**config.mk**
```make
export PLATFORM = sky130hd
export DESIGN_NAME = card_shoe_dealer
export DESIGN_NICKNAME = d
export VERILOG_FILES = /design/src/rtl/card_shoe_dealer.sv
export SDC_FILE = /design/constraint.sdc
export NUM_CORES = 1
export LEC_CHECK = 0
export CAP_MARGIN = 25
export CORE_MARGIN = 2
export CORE_UTILIZATION = 40
export DETAILED_ROUTE_END_ITERATION = 7
export SYNTH_ARGS = -nofsm -noshare
export SYNTH_HDL_FRONTEND = slang
export SYNTH_SLANG_ARGS = --single-unit
```
**constraint.sdc**
```tcl
create_clock -name slow_clock -period 3.8 [get_ports slow_clock]
set_clock_uncertainty 0.15 [all_clocks]
set_input_delay 1.14 -clock slow_clock [delete_from_list [all_inputs] [get_ports slow_clock]]
set_output_delay 1.14 -clock slow_clock [all_outputs]
set_load 0.01 [all_outputs]
```
**src/rtl/card_shoe_dealer.sv**
```systemverilog
// card_shoe_dealer: finite multi-deck card shoe dealing 4-bit card codes on request
// Ports: slow_clock clock, resetb async active-low reset; deal_req asks for a card,
// shuffle refills the shoe; busy is high while searching for a non-exhausted rank;
// card_valid pulses for one cycle with the dealt code on new_card (held until the next deal);
// cards_left is the total remaining and shoe_empty flags cards_left == 0.
module card_shoe_dealer #(
  parameter int NUM_DECKS = 1
) (
  input  logic       slow_clock,
  input  logic       resetb,
  input  logic       deal_req,
  input  logic       shuffle,
  output logic       busy,
  output logic       card_valid,
  output logic [3:0] new_card,
  output logic [8:0] cards_left,
  output logic       shoe_empty
);
  localparam logic [5:0] FULL = 6'(4 * NUM_DECKS);
  localparam logic [8:0] TOTAL = 9'(52 * NUM_DECKS);
  typedef enum logic {IDLE, SEARCH} state_t;
  state_t     state;
  logic [3:0] rr;
  logic [3:0] cand;
  logic [5:0] rem [1:13];
  assign busy = state == SEARCH;
  assign shoe_empty = cards_left == 9'd0;
  // rr free-runs in every state so the rank picked depends on request timing
  always_ff @(posedge slow_clock or negedge resetb)
    if (!resetb) begin
      rr <= 4'd1;
      cand <= 4'd1;
      state <= IDLE;
      new_card <= 4'd0;
      card_valid <= 1'b0;
      cards_left <= TOTAL;
      for (int r = 1; r <= 13; r++) rem[r] <= FULL;
    end else begin
      rr <= rr == 4'd13 ? 4'd1 : rr + 4'd1;
      card_valid <= 1'b0;
      if (shuffle) begin
        state <= IDLE;
        cards_left <= TOTAL;
        for (int r = 1; r <= 13; r++) rem[r] <= FULL;
      end else if (state == IDLE) begin
        if (deal_req && !shoe_empty) begin
          cand <= rr;
          state <= SEARCH;
        end
      end else if (rem[cand] != 6'd0) begin
        rem[cand] <= rem[cand] - 6'd1;
        cards_left <= cards_left - 9'd1;
        new_card <= cand;
        card_valid <= 1'b1;
        state <= IDLE;
      end else begin
        // exhausted rank: try the next one; the shoe was non-empty on entry so this ends
        cand <= cand == 4'd13 ? 4'd1 : cand + 4'd1;
      end
    end
endmodule

```
Word level (Yosys, flattened, before mapping)
Index checks and enable logic that the tools add are counted.

Add/sub/neg operators: 4. Muxes and demuxes: 24. Reductions and logical operators: 11. Magnitude comparators: 2. Bitwise operators: 2. Eq/ne operators: 3.

Operator list (number): 78-bit two-way mux (3); 78-bit bitwise mux (1); 9-bit two-way mux (3); 6-bit binary-select mux with 4-bit select (1); 6-bit demux with 4-bit select (1); 4-bit two-way mux (5); 6-bit two-way mux (3); 9-bit logical NOT (1); 9-bit by 1-bit subtractor with 9-bit output (second input constant) (1); 4-bit by 1-bit adder with 4-bit output (second input constant) (2); 4-bit equality test (second input constant) (2); 1-bit two-way mux (7); 3-bit AND reduction (2); 2-bit nonzero test (3); 6-bit nonzero test (1); 6-bit by 1-bit subtractor with 6-bit output (second input constant) (1); 5-bit greater-or-equal comparator (second input constant) (1); 5-bit by 1-bit less-than comparator with 1-bit output (second input constant) (1); 4-bit inverter with 5-bit output (1); 1-bit logical AND (2); 2-bit inequality test (second input constant) (1); 2-bit AND reduction (1); 1-bit logical NOT (1); 1-bit inverter (1).

Logic and storage cells: 65. Bits of input ports: 4. Output and inout port bits: 16. Register bits after elaboration: 101.

Longest topological paths before layout
Depth in word-level cells: 9. Depth in mapped cells: 17. Mapped depth without buffers: 10.

Least setup slack after synthesis
No wires, ideal clock.

Path type: reg-to-reg. Start: reg cand[0]. End: reg new_card[0]. Required time: 3.525 ns. Arrival time: 3.575 ns. Clock period less this slack: 3.850 ns. Stages on the path, launching flop included: 16. Path buffers: 6. Setup time: 0.125 ns. Setup slack: -0.050 ns. Cells stage by stage: dfstp_2 buf_2 buf_6 buf_6 mux4_2 a221oi_1 and2_1 buf_2 clkbuf_1 ha_1 inv_1 nor3_4 a21oi_4 and2_1 buf_6 mux2_4.

Cells in the longest elaborated chain, start to end: 6.

Ends and longest elaborated chain: start: declaration (line 24) `logic [3:0] cand;`; start signal: assignment (line 47) `cand <= rr;`; start signal: assignment (line 58) `cand <= cand == 4'd13 ? 4'd1 : cand + 4'd1;`; 4-bit inverter with 5-bit output (implied by the code) (line 50) `end else if (rem[cand] != 6'd0) begin`; 6-bit binary-select mux with 4-bit select (line 50); 6-bit two-way mux (implied by the code) (2 in a row) (line 50); 6-bit nonzero test (line 50); 3-bit AND reduction (no source line); end signal: assignment (line 53) `new_card <= cand;`; end: declaration (line 15) `output logic [3:0] new_card,`.

Parallel ways exist; a longest one is shown, timed or not. The select of a mux whose other input is x is not followed. A chain may end at the register's enable or synchronous reset.

Worst setup path after layout
Start: reg cards_left[3]. End: out shoe_empty.

Cells in the longest elaborated chain, start to end: 1.

Ends and longest elaborated chain: start: declaration (line 16) `output logic [8:0] cards_left,`; start signal: assignment (line 52) `cards_left <= cards_left - 9'd1;`; 9-bit logical NOT (line 27) `assign shoe_empty = cards_left == 9'd0;`; end: declaration (line 17) `output logic shoe_empty`.

Every way passes these cells.

==> flow_metrics.env <==
export IMPL_reg2reg_slack_ps=320
export IMPL_synth_compound_area_share_pct=15.02
export IMPL_ant_nets=0
export IMPL_final_common_cell="dfrtp_1"
export IMPL_yosys_area_top_type_share_pct=38.00
export IMPL_die_area_um2=14610
export IMPL_pin_count=20
export IMPL_syn_to_final_growth_pct=11.36
export IMPL_crit_required_ps=2510
export IMPL_holdWs_ps=359.7
export IMPL_cap_violations=0
export IMPL_routed_wirelength_um=13190
export IMPL_cts_root_buf="clkbuf_16"
export IMPL_synth_xor_xnor_area_share_pct=0.8013
export IMPL_synth_top_cells_by_area="dfrtp_1, mux2i_1, dfstp_2"
export IMPL_setup_tns_ps=0
export IMPL_initial_core_util_pct=41.11
export IMPL_grt_pass1_vias=3937
export IMPL_gp_congestion=0.8588
export IMPL_critPathMaxFanout=5
export IMPL_route_detailed_drc=0
export IMPL_place_inst=682
export IMPL_clk_latency_ps=360
export IMPL_synth_top_family_by_area="multiplexers"
export IMPL_syn_nets=516
export IMPL_rsz0062_at_grt="false"
export IMPL_grt_max_degree=62
export IMPL_postCtsSetupRepairBufs=0
export IMPL_nets=524
export IMPL_cp_arrival_ps=2320
export IMPL_status="finished clean"
export IMPL_mostFrequentLayoutCells="dfrtp_1, mux2i_1, nand2_1, nor2_1, o21ai_0"
export IMPL_slew_headroom_pct=39.73
export IMPL_num_antenna_cells=0
export IMPL_htree_levels=3
export IMPL_synth_edff_count=0
export IMPL_cts_hold_buf=0
export IMPL_ys_seq_area_share_pct=46.66
export IMPL_finalNonFillerCells=698
export IMPL_core_area_um2=13300
export IMPL_max_vdd_ir_drop_uv=294.3
export IMPL_ys_async_sr_fraction_pct=100.0
export IMPL_synth_adder_area_share_pct=0.6868
export IMPL_synth_top_cell_by_area="dfrtp_1"
export IMPL_antenna_found_initial=0
export IMPL_worstMarginPinSlew_ps=904.1
export IMPL_grt_usage_pct=19.21
export IMPL_first_pass_iters=5
export IMPL_hold_viol_final=0
export IMPL_clkTransAtPathRegs_ps=60
export IMPL_hold_path_class="reg2reg"
export IMPL_wire_per_inst_um=18.89
export IMPL_synthFlopType="dfrtp_1"
export IMPL_placed_cell_area_um2=5788
export IMPL_cts_sinks=101
export IMPL_rows=42
export IMPL_finalCritPeriodShare_pct=95.08
export IMPL_avgSynthCellArea_um2=10.74
export IMPL_synth_cell_types=67
export IMPL_fin_area_um2=6086
export IMPL_cts_max_path_buffers=2
export IMPL_via_per_inst=5.550
export IMPL_overflow=0
export IMPL_die_w_um=120.9
export IMPL_port_buffer_count=19
export IMPL_power_density_nw_per_um2=634.9
export IMPL_drt_iter0_drc=347
export IMPL_die_height_um=120.9
export IMPL_power_w=0.003864
export IMPL_cts_tree="yes"
export IMPL_fin_crit_ps=3613
export IMPL_drive_gt1_share_pct=16.67
export IMPL_p_leak_nw=2.409
export IMPL_ys_warn_count=0
export IMPL_dp_hpwl_um=8728
export IMPL_netlist_instances=509
export IMPL_synthSimpleGateAreaFrac_pct=15.22
export IMPL_endpoint_kind="output pin"
export IMPL_post_cts_resized=0
export IMPL_syn_area_um2=5465
export IMPL_fmaxAchievable_mhz=276.8
export IMPL_maxSlewViolCount=0
export IMPL_start_kind="flop"
export IMPL_path_class="reg2out"
export IMPL_synth_mux_area_fraction_pct=16.87
export IMPL_num_vias=3874
export IMPL_grt_first_pass_wirelength_um=21600
export IMPL_synth_seq_cells=101
export IMPL_cts_inserted_buffers=9
export IMPL_setup_viol_count_final=0
stage by stage:
step / worst slack (ps) / util (%)
after detailed placement: 347.4 / 43.53
after global routing: 12.60 / 45.77
final: 186.9 / 45.77
after floorplan: 79.09 / -
after CTS: 146.5 / 45.77
after global placement: 369.9 / 43.53
report_power, final:
part | switching [W] | internal (W) | total, W
combinational | 0.000981 | 0.000613 | 0.00159
clock | 0.000390 | 0.000548 | 0.000938
sequential | 0.000133 | 0.00120 | 0.00133
final timing paths:
path / start / endpoint / depth (start not counted)
max in group asynchronous: resetb / cards_left[5] / 2
hold / removal: new_card[3] / new_card[3] / 1
hold reg to reg: new_card[3] / new_card[3] / 1
setup / recovery: cards_left[3] / shoe_empty / 4
min in group asynchronous: resetb / rem[15] / 1
setup reg to reg: cand[0] / rem[53] / 9
cell type report:
type | count | area, um2
Clock buffer | 15 | 267.8
Tap cell | 176 | 220.2
Sequential cell | 101 | 2550
Inverter | 9 | 33.78
Fill cell | 1247 | 7209
Multi-Input combinational cell | 361 | 2656
Timing Repair Buffer | 35 | 327.8
Clock inverter | 1 | 30.03
layer usage:
metal | track usage (%) | wire (um) | vias to the layer above
li1 | - | - | 1840
met1 | 26.66 | 6264 | 1954
met2 | 30.06 | 6227 | 63
met3 | 4.229 | 486 | 17
met4 | 5.887 | 207 | 0
met5 | 0 | 0 | -
cell families (layout without fill, tap and decap cells):
family | Yosys count | after routing
AND/OR/NAND/NOR | 169 | 169
AO/OA/AOI/OAI | 105 | 105
flip-flops | 101 | 101
multiplexers | 79 | 79
buffers and inverters | 47 | 60
XOR/XNOR | 5 | 5
adder cells (fa/ha/maj) | 3 | 3
critical path, stage by stage, from the launching register on:
cell	delay, ps
dfrtp_1	440
or4_1	520
nor3_1	200
and3b_1	260
clkdlybuf4s50_1	550
state kept, by name, summed over array words and instances, names as in the netlist:
| signal | cells |
|---|---|
| new_card | 4 |
| cand | 4 |
| cards_left | 9 |
| busy | 1 |
| card_valid | 1 |
| rem | 78 |
| rr | 4 |
synth_stat cells (5+ instances only):
master	instances
xnor2_1	5
a21oi_1	6
inv_1	8
dfstp_2	18
nand3_1	14
mux4_2	8
o21ai_0	31
clkbuf_1	18
dfrtp_1	83
buf_2	6
a21oi_4	10
nand2_1	55
nor3_1	8
nor2b_1	8
a211oi_1	14
o31a_1	11
buf_6	7
buf_4	6
nor2_1	52
mux2i_1	58
mux2_2	6
No activity file was read; power rests on OpenSTA's default activity.
